`config.mk`:
```
export PLATFORM = sky130hd
export DESIGN_NAME = parking_slot_sensor_filter
export DESIGN_NICKNAME = d
export VERILOG_FILES = /design/src/rtl/parking_pkg.sv /design/src/rtl/parking_slot_sensor_filter_slot_debounce.sv /design/src/rtl/parking_slot_sensor_filter.sv
export SDC_FILE = /design/constraint.sdc
export NUM_CORES = 1
export LEC_CHECK = 0
export CAP_MARGIN = 20
export CORE_ASPECT_RATIO = 0.8
export CORE_MARGIN = 1
export CORE_UTILIZATION = 45
export DETAILED_ROUTE_END_ITERATION = 10
export GPL_TIMING_DRIVEN = 0
export PLACE_DENSITY = 0.61
export SLEW_MARGIN = 20
export SYNTH_ARGS = -nofsm -noshare
export SYNTH_HDL_FRONTEND = slang
export SYNTH_SLANG_ARGS = --single-unit
```
`constraint.sdc`:
```
create_clock -name clk -period 6.3 [get_ports clk]
set_clock_uncertainty 0.15 [all_clocks]
set_input_delay 0.945 -clock clk [delete_from_list [all_inputs] [get_ports clk]]
set_output_delay 0.945 -clock clk [all_outputs]
set_load 0.05 [all_outputs]
```
`src/rtl/parking_pkg.sv`:
```
// Shared definitions for the parking-lot blocks: slot count, debounce defaults,
// the slot vector type and a popcount helper.
package parking_pkg;

  localparam int   N_SLOTS           = 6;
  localparam int   DEFAULT_DB_BITS   = 20;
  localparam logic DEFAULT_OCC_LEVEL = 1'b1;
  localparam int   COUNT_W           = $clog2(N_SLOTS + 1);

  typedef logic [N_SLOTS-1:0] slot_vec_t;

  function automatic logic [COUNT_W-1:0] popcount(input slot_vec_t v);
    logic [COUNT_W-1:0] c;
    c = '0;
    for (int i = 0; i < N_SLOTS; i++) begin
      c = c + COUNT_W'(v[i]);
    end
    return c;
  endfunction

endpackage

```
`src/rtl/parking_slot_sensor_filter_slot_debounce.sv`:
```
// One sensor line: two-flop synchroniser, then a level is accepted only after it
// has differed from the accepted level for 2^DB_BITS consecutive cycles.
module slot_debounce #(
  parameter int   DB_BITS   = 20,
  parameter logic OCC_LEVEL = 1'b1
) (
  input  logic clk,
  input  logic rst,
  input  logic raw,
  output logic level,
  output logic flip
);

  logic               r_sync1;
  logic               r_sync2;
  logic [DB_BITS-1:0] r_cnt;
  logic               r_level;

  logic w_target;
  logic w_cnt_max;
  logic w_flip;

  // level is "slot free", so the target is the inverse of "car present"
  assign w_target  = (r_sync2 != OCC_LEVEL);
  assign w_cnt_max = &r_cnt;
  assign w_flip    = (w_target != r_level) && w_cnt_max;

  always_ff @(posedge clk) begin
    if (rst) begin
      r_sync1 <= ~OCC_LEVEL;
      r_sync2 <= ~OCC_LEVEL;
      r_cnt   <= '0;
      r_level <= 1'b1;
    end else begin
      r_sync1 <= raw;
      r_sync2 <= r_sync1;
      if (w_target == r_level) begin
        r_cnt <= '0;
      end else if (w_cnt_max) begin
        r_level <= w_target;
        r_cnt   <= '0;
      end else begin
        r_cnt <= r_cnt + DB_BITS'(1);
      end
    end
  end

  assign level = r_level;
  assign flip  = w_flip;

endmodule

```
`src/rtl/parking_slot_sensor_filter.sv`:
```
// Debounces every slot sensor independently and derives the free-slot count,
// lot-full flag and a registered change strobe with the mask of flipped slots.
module parking_slot_sensor_filter
  import parking_pkg::*;
#(
  parameter int   DB_BITS   = DEFAULT_DB_BITS,
  parameter logic OCC_LEVEL = DEFAULT_OCC_LEVEL
) (
  input  logic               clk,
  input  logic               rst,
  input  logic [N_SLOTS-1:0] sensor_raw,
  output logic [N_SLOTS-1:0] slot_free,
  output logic [COUNT_W-1:0] free_count,
  output logic               lot_full,
  output logic               slot_changed,
  output logic [N_SLOTS-1:0] changed_mask
);

  slot_vec_t w_level;
  slot_vec_t w_flip;
  logic      r_slot_changed;
  slot_vec_t r_changed_mask;

  for (genvar g = 0; g < N_SLOTS; g++) begin : g_slot
    slot_debounce #(
      .DB_BITS  (DB_BITS),
      .OCC_LEVEL(OCC_LEVEL)
    ) u_db (
      .clk  (clk),
      .rst  (rst),
      .raw  (sensor_raw[g]),
      .level(w_level[g]),
      .flip (w_flip[g])
    );
  end

  // A flip request is exactly new XOR old on the edge it is taken.
  always_ff @(posedge clk) begin
    if (rst) begin
      r_slot_changed <= 1'b0;
      r_changed_mask <= '0;
    end else begin
      r_slot_changed <= |w_flip;
      r_changed_mask <= w_flip;
    end
  end

  assign slot_free    = w_level;
  assign free_count   = popcount(w_level);
  assign lot_full     = (free_count == '0);
  assign slot_changed = r_slot_changed;
  assign changed_mask = r_changed_mask;

endmodule

```
# After elaboration in Yosys (flattened, before gate mapping)
# Index checks and enable logic that the tools add are counted.
[op_classes]
n_addsub = 11
n_eq_ne = 12
bitwise_logic = 12
reduce_logical = 26
[ops]
columns = ["cell", "n"]
rows = [
  ["$reduce_and 21->1", 6],
  ["$add 20x1->20 const B", 6],
  ["$reduce_and 20->1", 6],
  ["$reduce_or 3->1", 6],
  ["$not 1->1", 12],
  ["$add 3x1->3", 3],
  ["$eq 1x1->1", 6],
  ["$logic_and 1x1->1", 6],
  ["$ne 1x1->1", 6],
  ["$reduce_or 6->1", 1],
  ["$add 2x1->3", 1],
  ["$logic_not 3->1", 1],
  ["$add 1x1->2", 1],
]
[word_totals]
reg_bits = 145
inputBits = 8
output_inout_bits = 17
word_cells = 87

# Depth between registers and ports, before layout
# Gate-level depths: netlist (run 1).
[depth]
word_depth = 6
depth_mapped = 9
mapped_depth_nobuf = 9

# By module
# Synthesis (run 1) repeated with hierarchy kept, for this count alone.
[unflattened]
hier_cells = 707
hier_area_um2 = 6396.1
[by_module_without_submodules]
columns = ["module", "instances", "cells_per_inst", "area_each_um2", "seq_area_each_um2"]
rows = [
  ["slot_debounce", 6, 113, 1016.0, 460.4],
  ["parking_slot_sensor_filter", 1, 29, 300.3, 140.1],
]

# Least setup slack after synthesis (run 1)
# No wires, ideal clock.
[synth_timing]
path_kind = "register to output"
start = "reg g_slot[0].u_db.r_level"
end = "out lot_full"
arrival_ns = 3.372
required_time_ns = 5.205
slack_ns = 1.833
stages_incl_launch_ff = 10
path_buffers = 0
cell_sequence = "dfxtp_1 fa_1 inv_1 fa_1 inv_1 ha_1 inv_1 fa_1 inv_1 nor3_1"
[synth_via]
elab_chain_len = 6
[synth_rtl]
columns = ["item", "line_no", "rtl"]
rows = [
  ["start: declaration", "parking_slot_sensor_filter_slot_debounce.sv:17", "logic r_level;"],
  ["start signal: assignment", "parking_slot_sensor_filter_slot_debounce.sv:40", "r_level <= w_target;"],
  ["$add 1x1->2", "parking_pkg.sv:16", "c = c + COUNT_W'(v[i]);"],
  ["$add 2x1->3", "parking_pkg.sv:16", ""],
  ["$add 3x1->3 (3 in series)", "parking_pkg.sv:16", ""],
  ["net free_count[1]", "parking_slot_sensor_filter.sv:13", "output logic [COUNT_W-1:0] free_count,"],
  ["$logic_not 3->1", "parking_slot_sensor_filter.sv:50", "assign lot_full = (free_count == '0);"],
  ["end: declaration", "parking_slot_sensor_filter.sv:14", "output logic lot_full,"],
]
# The timed path passes the listed nets, and every way through them passes these cells.

# Final worst setup path (run 1)
[layout_timing]
start = "reg g_slot[0].u_db.r_level"
end = "out lot_full"
[layout_via]
elab_chain_len = 6
[layout_rtl]
columns = ["item", "line_no"]
rows = [
  ["$add 1x1->2", "parking_pkg.sv:16"],
  ["$add 2x1->3", "parking_pkg.sv:16"],
  ["$add 3x1->3 (3 in series)", "parking_pkg.sv:16"],
  ["$logic_not 3->1", "parking_slot_sensor_filter.sv:50"],
]
# Every way passes these cells.

==> metrics.cfg, run 1 <==
[sta]
relSlewSlack=0.566
worst_pin_slew_ps=645
hold_viol=0
min_period_ps=4680
timing.hold.ws_ps=287
fin_setup_tns_ps=0
rsz0062_at_grt=false
setup_viol_count_final=0
period_share=0.744
max_freq_ghz=0.213
setup_ws_ps=1620
maxSlewViolCount=0

[yosys]
synthTopCellsByArea=dfxtp_1 47%, xnor2_1 7.6%, nor2_1 6.3%
yosysTopAreaCell=dfxtp_1
synth_edf_count=0
syn_area_mm2=0.00623
yosysSeqAreaShare=0.466
ys_dominant_reg_cell=dfxtp_1
synth_top_cell_area_share=0.466
synthesis.instances=707
syn-num-nets=725
syn_area_per_cell_um2=8.81
yosysWarnings=0
ys_top_cells_by_count=145 x dfxtp_1, 105 x nor2_1, 54 x xnor2_1, 41 x nand3_1
yosys.cell_types.count=42
yosysMostFrequentCell=dfxtp_1
ys_seq_elements=145
async_reset_ff_frac=0

[status]
status=finished, final reports clean

[global_route]
antenna_found_initial=0
grt_max_degree=17
grt_pass1_wl_um=21000
grt_pass1_vias=4627
track_usage=0.183
grt-ovfl-total=0

[clock_network]
clk_pin_slew_ps=60
post_cts_buffers=0
cts_buffers=17
cts-root-buf=clkbuf_16
cts_hold_buf=0
post_cts_resized=0
cts_tree=done
cts_buffer_depth=2
htree_levels=4
numClockSinks=145
insertion_delay_ps=410

[floorplanning]
die_w_um=134
die_y_um=107
die-area_mm2=0.0143
ios=25
fp.coreArea_mm2=0.0136
rows=38
start_util=0.460

[drt]
postRouteAntennaNets=0
viasPerCell=5.17
routed_wirelength_um=12300
drt_iter0_markers=229
vias=4871
wl_per_cell_um=13.1
drt_pass1_iterations=5
drc_errors=0

[final_layout]
nets=768
drive_gt1_frac=0.0591
final_area_mm2=0.00726
syn_to_final_growth_pct=16.5
fillerInstances=1264

[setup_path]
crit_chain=fa_1 > inv_1 > fa_1 > inv_1 > ha_1 > inv_1 > fa_1 > inv_1 > nor3_1 > clkdlybuf4s50_1
critPathArrivalTime_ps=3590
required_ps=5200
r2r_start=g_slot[5].u_db.r_cnt[0]$_SDFF_PP0_
crit_fanout=4
slowest_stage=clkdlybuf4s50_1
max_stage_delay_ps=820
crit_type=flip-flop to output port
setup.worst_path.start=g_slot[0].u_db.level$_SDFFE_PP1P_
start_kind=flip-flop
end_kind=output port
crit_top_cell=inv_1

[hold_path]
hp-class=flip-flop to flip-flop
hp-start=g_slot[4].u_db.r_sync1$_SDFF_PP0_

[placement]
dpl_worst_slack_ps=2020
gp_congestion=0.801
post_dp_cell_area_mm2=0.00670
dp_hpwl_um=8720
io_buffers=24

[pwr]
vdd_drop_max_uv=188
leakagePower_nw=2.24
powerDensity_mw_per_mm2=261

[job]
drv_cap=0

sequential cells by signal (all words and copies together), names as in the netlist:
signal               count
g_slot.u_db.level        6
g_slot.u_db.r_sync1      6
changed_mask             6
slot_changed             1
g_slot.u_db.r_sync2      6
g_slot.u_db.r_cnt      120
report_power, final:
part,internal (W),switching (W)
Clock,0.000589,0.000359
Combinational,0.00000915,0.0000130
Sequential,0.000922,0.00000243
Total,0.00152,0.000375
metal layers:
| metal | track usage | share of wire |
|---|---|---|
| met1 | 0.235 | 0.51 |
| met4 | 0.0584 | 0.012 |
| met2 | 0.292 | 0.45 |
| met5 | 0 | 0 |
| met3 | 0.0546 | 0.029 |
per-stage QoR:
step / util / total power [W] / cells
2_1_floorplan: - / 0.000956 / 707
3_3_place_gp: 0.494 / 0.000966 / 911
3_5_place_dp: 0.494 / 0.000967 / 911
4_1_cts: 0.535 / 0.00192 / 941
5_1_grt: 0.535 / 0.00196 / 941
6_report: 0.536 / 0.00189 / 942
critical path, delay by kind of cell (launching register included):
family / cells / cell delay, ps
simple gates: 1 / 160
fa+ha+maj: 4 / 1590
flops: 1 / 390
buf+inv: 5 / 1050
final timing paths:
path         slack [ps]  depth (start not counted)                                 end
min reg2reg         290                          1   g_slot[4].u_db.r_sync2$_SDFF_PP0_
max                1620                         10                            lot_full
min                 290                          1   g_slot[4].u_db.r_sync2$_SDFF_PP0_
max reg2reg        3730                          7  g_slot[5].u_db.r_cnt[7]$_SDFF_PP0_
final cells by class:
class | count | area [um2] | share of cell area
antenna | 1 | 2.50 | 0.000345
buffer | 29 | 144 | 0.0198
clock buffer | 25 | 505 | 0.0697
clock inverter | 5 | 52.6 | 0.00724
inverter | 33 | 124 | 0.0171
multi-input combinational | 500 | 3060 | 0.422
sequential | 145 | 2900 | 0.400
tap | 180 | 225 | 0.0310
timing repair buffer | 24 | 240 | 0.0331
layout by cell type (no fill, tap or decap), types with 14 or more instances in the layout:
cell / count
a21oi_1: 28
and4_1: 15
clkbuf_1: 20
clkbuf_16: 17
clkdlybuf4s50_1: 24
dfxtp_1: 145
inv_1: 33
nand2_1: 33
nand3_1: 41
nand4_1: 33
nor2_1: 105
nor3_1: 21
nor4_1: 14
o21ai_0: 27
or3_1: 26
xnor2_1: 54
xor2_1: 33
logic make-up (layout without fill, tap and decap cells):
kind of cell | after synthesis | after routing | synth area share
AO/OA/AOI/OAI | 74 | 74 | 0.0697
XOR/XNOR | 87 | 87 | 0.122
adder cells (fa/ha/maj) | 10 | 10 | 0.0237
buffers and inverters | 62 | 116 | 0.0430
flip-flops | 145 | 145 | 0.466
other | 0 | 1 | 0
AND/OR/NAND/NOR | 329 | 329 | 0.276
No activity file was read; power rests on OpenSTA's default activity.
==> run 2, diff against run 1 <==
- PLACE_DENSITY: 0.61 -> 0.63
- clock period: 6.3 -> 4.1 ns (I/O delays scaled with it)
==> run 2 against run 1 <==
Net effect: sequential power increased by 54%; utilization grew 0.074 points; critical path type unchanged; wire length increased by 0.36%; combinational power grew 57%; critical endpoint is now free_count[1]; first-iteration DRC count rose by 8.7%; clock-buffer cell count stayed put; largest power group unchanged; final area increased by 0.14%; flip-flop and latch count is the same; non-clock buffer count unchanged.
==> metrics.cfg, run 2 (synthesis gave the netlist of run 1 again) <==
[drt]
drt_iter0_markers=249  ; +8.7%
vias=4966  ; +2.0%
drt_pass1_iterations=4  ; -1
postRouteAntennaNets=0  ; unchanged
wl_per_cell_um=13.2  ; +0.46%
drc_errors=0  ; unchanged
routed_wirelength_um=12400  ; +0.36%
viasPerCell=5.28  ; +2.1%

[floorplanning]
ios=25  ; unchanged
rows=38  ; unchanged
fp.coreArea_mm2=0.0136  ; unchanged
die_w_um=134  ; unchanged
die-area_mm2=0.0143  ; unchanged
die_y_um=107  ; unchanged
start_util=0.460  ; unchanged

[setup_path]
r2r_slack_ps=1530  ; -2200 ps
start_kind=flip-flop
ff2ff_path_depth=7  ; unchanged
crit_top_cell=inv_1
end_kind=output port
crit_type=flip-flop to output port
crit_chain=fa_1 > inv_1 > fa_1 > inv_1 > ha_1 > inv_1 > fa_1 > inv_1 > dlygate4sd2_1
crit_path_end=free_count[1]
crit_fanout=4  ; unchanged
setup.worst_path.start=g_slot[0].u_db.level$_SDFFE_PP1P_
r2r_end=g_slot[5].u_db.r_cnt[7]$_SDFF_PP0_
max_stage_delay_ps=540  ; -280 ps
slowest_stage=fa_1
r2r_start=g_slot[5].u_db.r_cnt[0]$_SDFF_PP0_
required_ps=3340  ; -1860 ps
critPathArrivalTime_ps=3210  ; -380 ps

[global_route]
grt_max_degree=17  ; unchanged
grt_pass1_wl_um=21700  ; +3.6%
grt_pass1_vias=4767  ; +3.0%
grt-ovfl-total=0  ; unchanged
antenna_found_initial=0  ; unchanged
track_usage=0.190  ; +0.00748

[pwr]
switching_share=0.193  ; -0.00472
p_switching_w=0.000570  ; +52%
seq_power_share=0.481  ; -0.007
internal-power_w=0.00238  ; +57%
power_frac_comb=0.012  ; about the same
powerDensity_mw_per_mm2=406  ; +56%
leakagePower_nw=2.24  ; about the same
p_clk_frac=0.507  ; +0.007
vdd_drop_max_uv=303  ; +61%

[sta]
max_freq_ghz=0.252
fin_setup_tns_ps=0  ; unchanged
relSlewSlack=0.563  ; -0.00355
maxSlewViolCount=0  ; unchanged
hold_viol=0  ; unchanged
rsz0062_at_grt=false
period_share=0.969
timing.hold.ws_ps=291  ; +4.22 ps
setup_viol_count_final=0  ; unchanged
min_period_ps=3970
setup_ws_ps=128  ; -1490 ps
worst_pin_slew_ps=651  ; +5.29 ps

[clock_network]
cts_buffer_depth=2  ; unchanged
cts-root-buf=clkbuf_16
clk_pin_slew_ps=60  ; about the same
htree_levels=4  ; unchanged
cts_hold_buf=0  ; unchanged
cts_tree=done
numClockSinks=145  ; unchanged
cts_buffers=17  ; unchanged
post_cts_buffers=0  ; unchanged
post_cts_resized=4  ; +4
insertion_delay_ps=420  ; about the same

[final_layout]
final_common_cell=dfxtp_1
stdcell_count=941  ; -0.11%
post-route-util=0.536  ; +0.000739
final_cell_mix=145 x dfxtp_1, 105 x nor2_1, 54 x xnor2_1
diodes=0  ; -1
nets=768  ; unchanged
top_register=g_slot.u_db.r_cnt
syn_to_final_growth_pct=16.6
drive_gt1_frac=0.0604  ; +0.00131
largest_reg_flops=120  ; unchanged

[placement]
io_buffers=24  ; unchanged
gp_congestion=0.756  ; -5.6%
placedCellCount=911  ; unchanged
dpl_worst_slack_ps=153  ; -1870 ps
dp_hpwl_um=8840  ; +1.3%

[status]
status=finished, final reports clean

[job]
drv_cap=0  ; unchanged

[hold_path]
hp-class=flip-flop to flip-flop

-- run 2: cell types whose count changed in the layout (fill, tap and decap cells not counted) --
cell	change
nor3_1	-1
clkbuf_8	-1
clkbuf_1	+1
diode_2	-1
nor3_2	+1
clkdlybuf4s50_1	-3
clkinv_2	-1
clkbuf_2	+1
dlygate4sd2_1	+2
bufinv_16	+1
-- run 2: final cells by class --
type	instances	area [um2]
inverter	33	124
sequential	145	2900
multi-input combinational	500	3070
timing repair buffer	24	233
clock inverter	5	77.6
fill	1228	6280
clock buffer	25	495
buffer	29	144
tap	180	225
-- run 2: worst min path at each step --
stage                                            startpoint                                end  slack [ps]  cells past startpoint
after detailed placement  g_slot[4].u_db.r_sync1$_SDFF_PP0_  g_slot[4].u_db.r_sync2$_SDFF_PP0_         280                      1
after global routing      g_slot[4].u_db.r_sync1$_SDFF_PP0_  g_slot[4].u_db.r_sync2$_SDFF_PP0_         300                      1
after floorplan           g_slot[0].u_db.r_sync1$_SDFF_PP0_  g_slot[0].u_db.r_sync2$_SDFF_PP0_         260                      1
after global placement    g_slot[1].u_db.r_sync1$_SDFF_PP0_  g_slot[1].u_db.r_sync2$_SDFF_PP0_         270                      1
after CTS                 g_slot[4].u_db.r_sync1$_SDFF_PP0_  g_slot[4].u_db.r_sync2$_SDFF_PP0_         290                      1
final                     g_slot[4].u_db.r_sync1$_SDFF_PP0_  g_slot[4].u_db.r_sync2$_SDFF_PP0_         290                      1
-- run 2: metrics by stage --
stage               power, W  instance area (um2)
floorplan            0.00147                 6240
global placement     0.00149                 6700
detailed placement   0.00149                 6700
CTS                  0.00299                 7270
global route         0.00305                 7270
finish               0.00295                 7270
-- run 2: metal layers --
| metal | vias up | global-route usage | share of wire |
|---|---|---|---|
| li1 | 2547 | - | - |
| met1 | 2341 | 0.247 | 0.50 |
| met2 | 66 | 0.304 | 0.46 |
| met3 | 12 | 0.0447 | 0.029 |
| met4 | 0 | 0.0787 | 0.011 |
| met5 | - | 0 | 0 |
-- run 2: worst max-delay path: cells and delay by family, from the launching register on --
| kind | cells | cell delay (ps) |
|---|---|---|
| adder cells (fa/ha/maj) | 4 | 1600 |
| buffers and inverters | 5 | 820 |
| flip-flops | 1 | 370 |
-- run 2: power by group through the flow --
stage / Clock, W / Sequential (W) / Combinational [W]
floorplan: 0 / 0.00145 / 0.0000194
global placement: 0 / 0.00145 / 0.0000342
detailed placement: 0 / 0.00145 / 0.0000352
CTS: 0.00153 / 0.00142 / 0.0000352
global route: 0.00159 / 0.00142 / 0.0000390
finish: 0.00150 / 0.00142 / 0.0000346
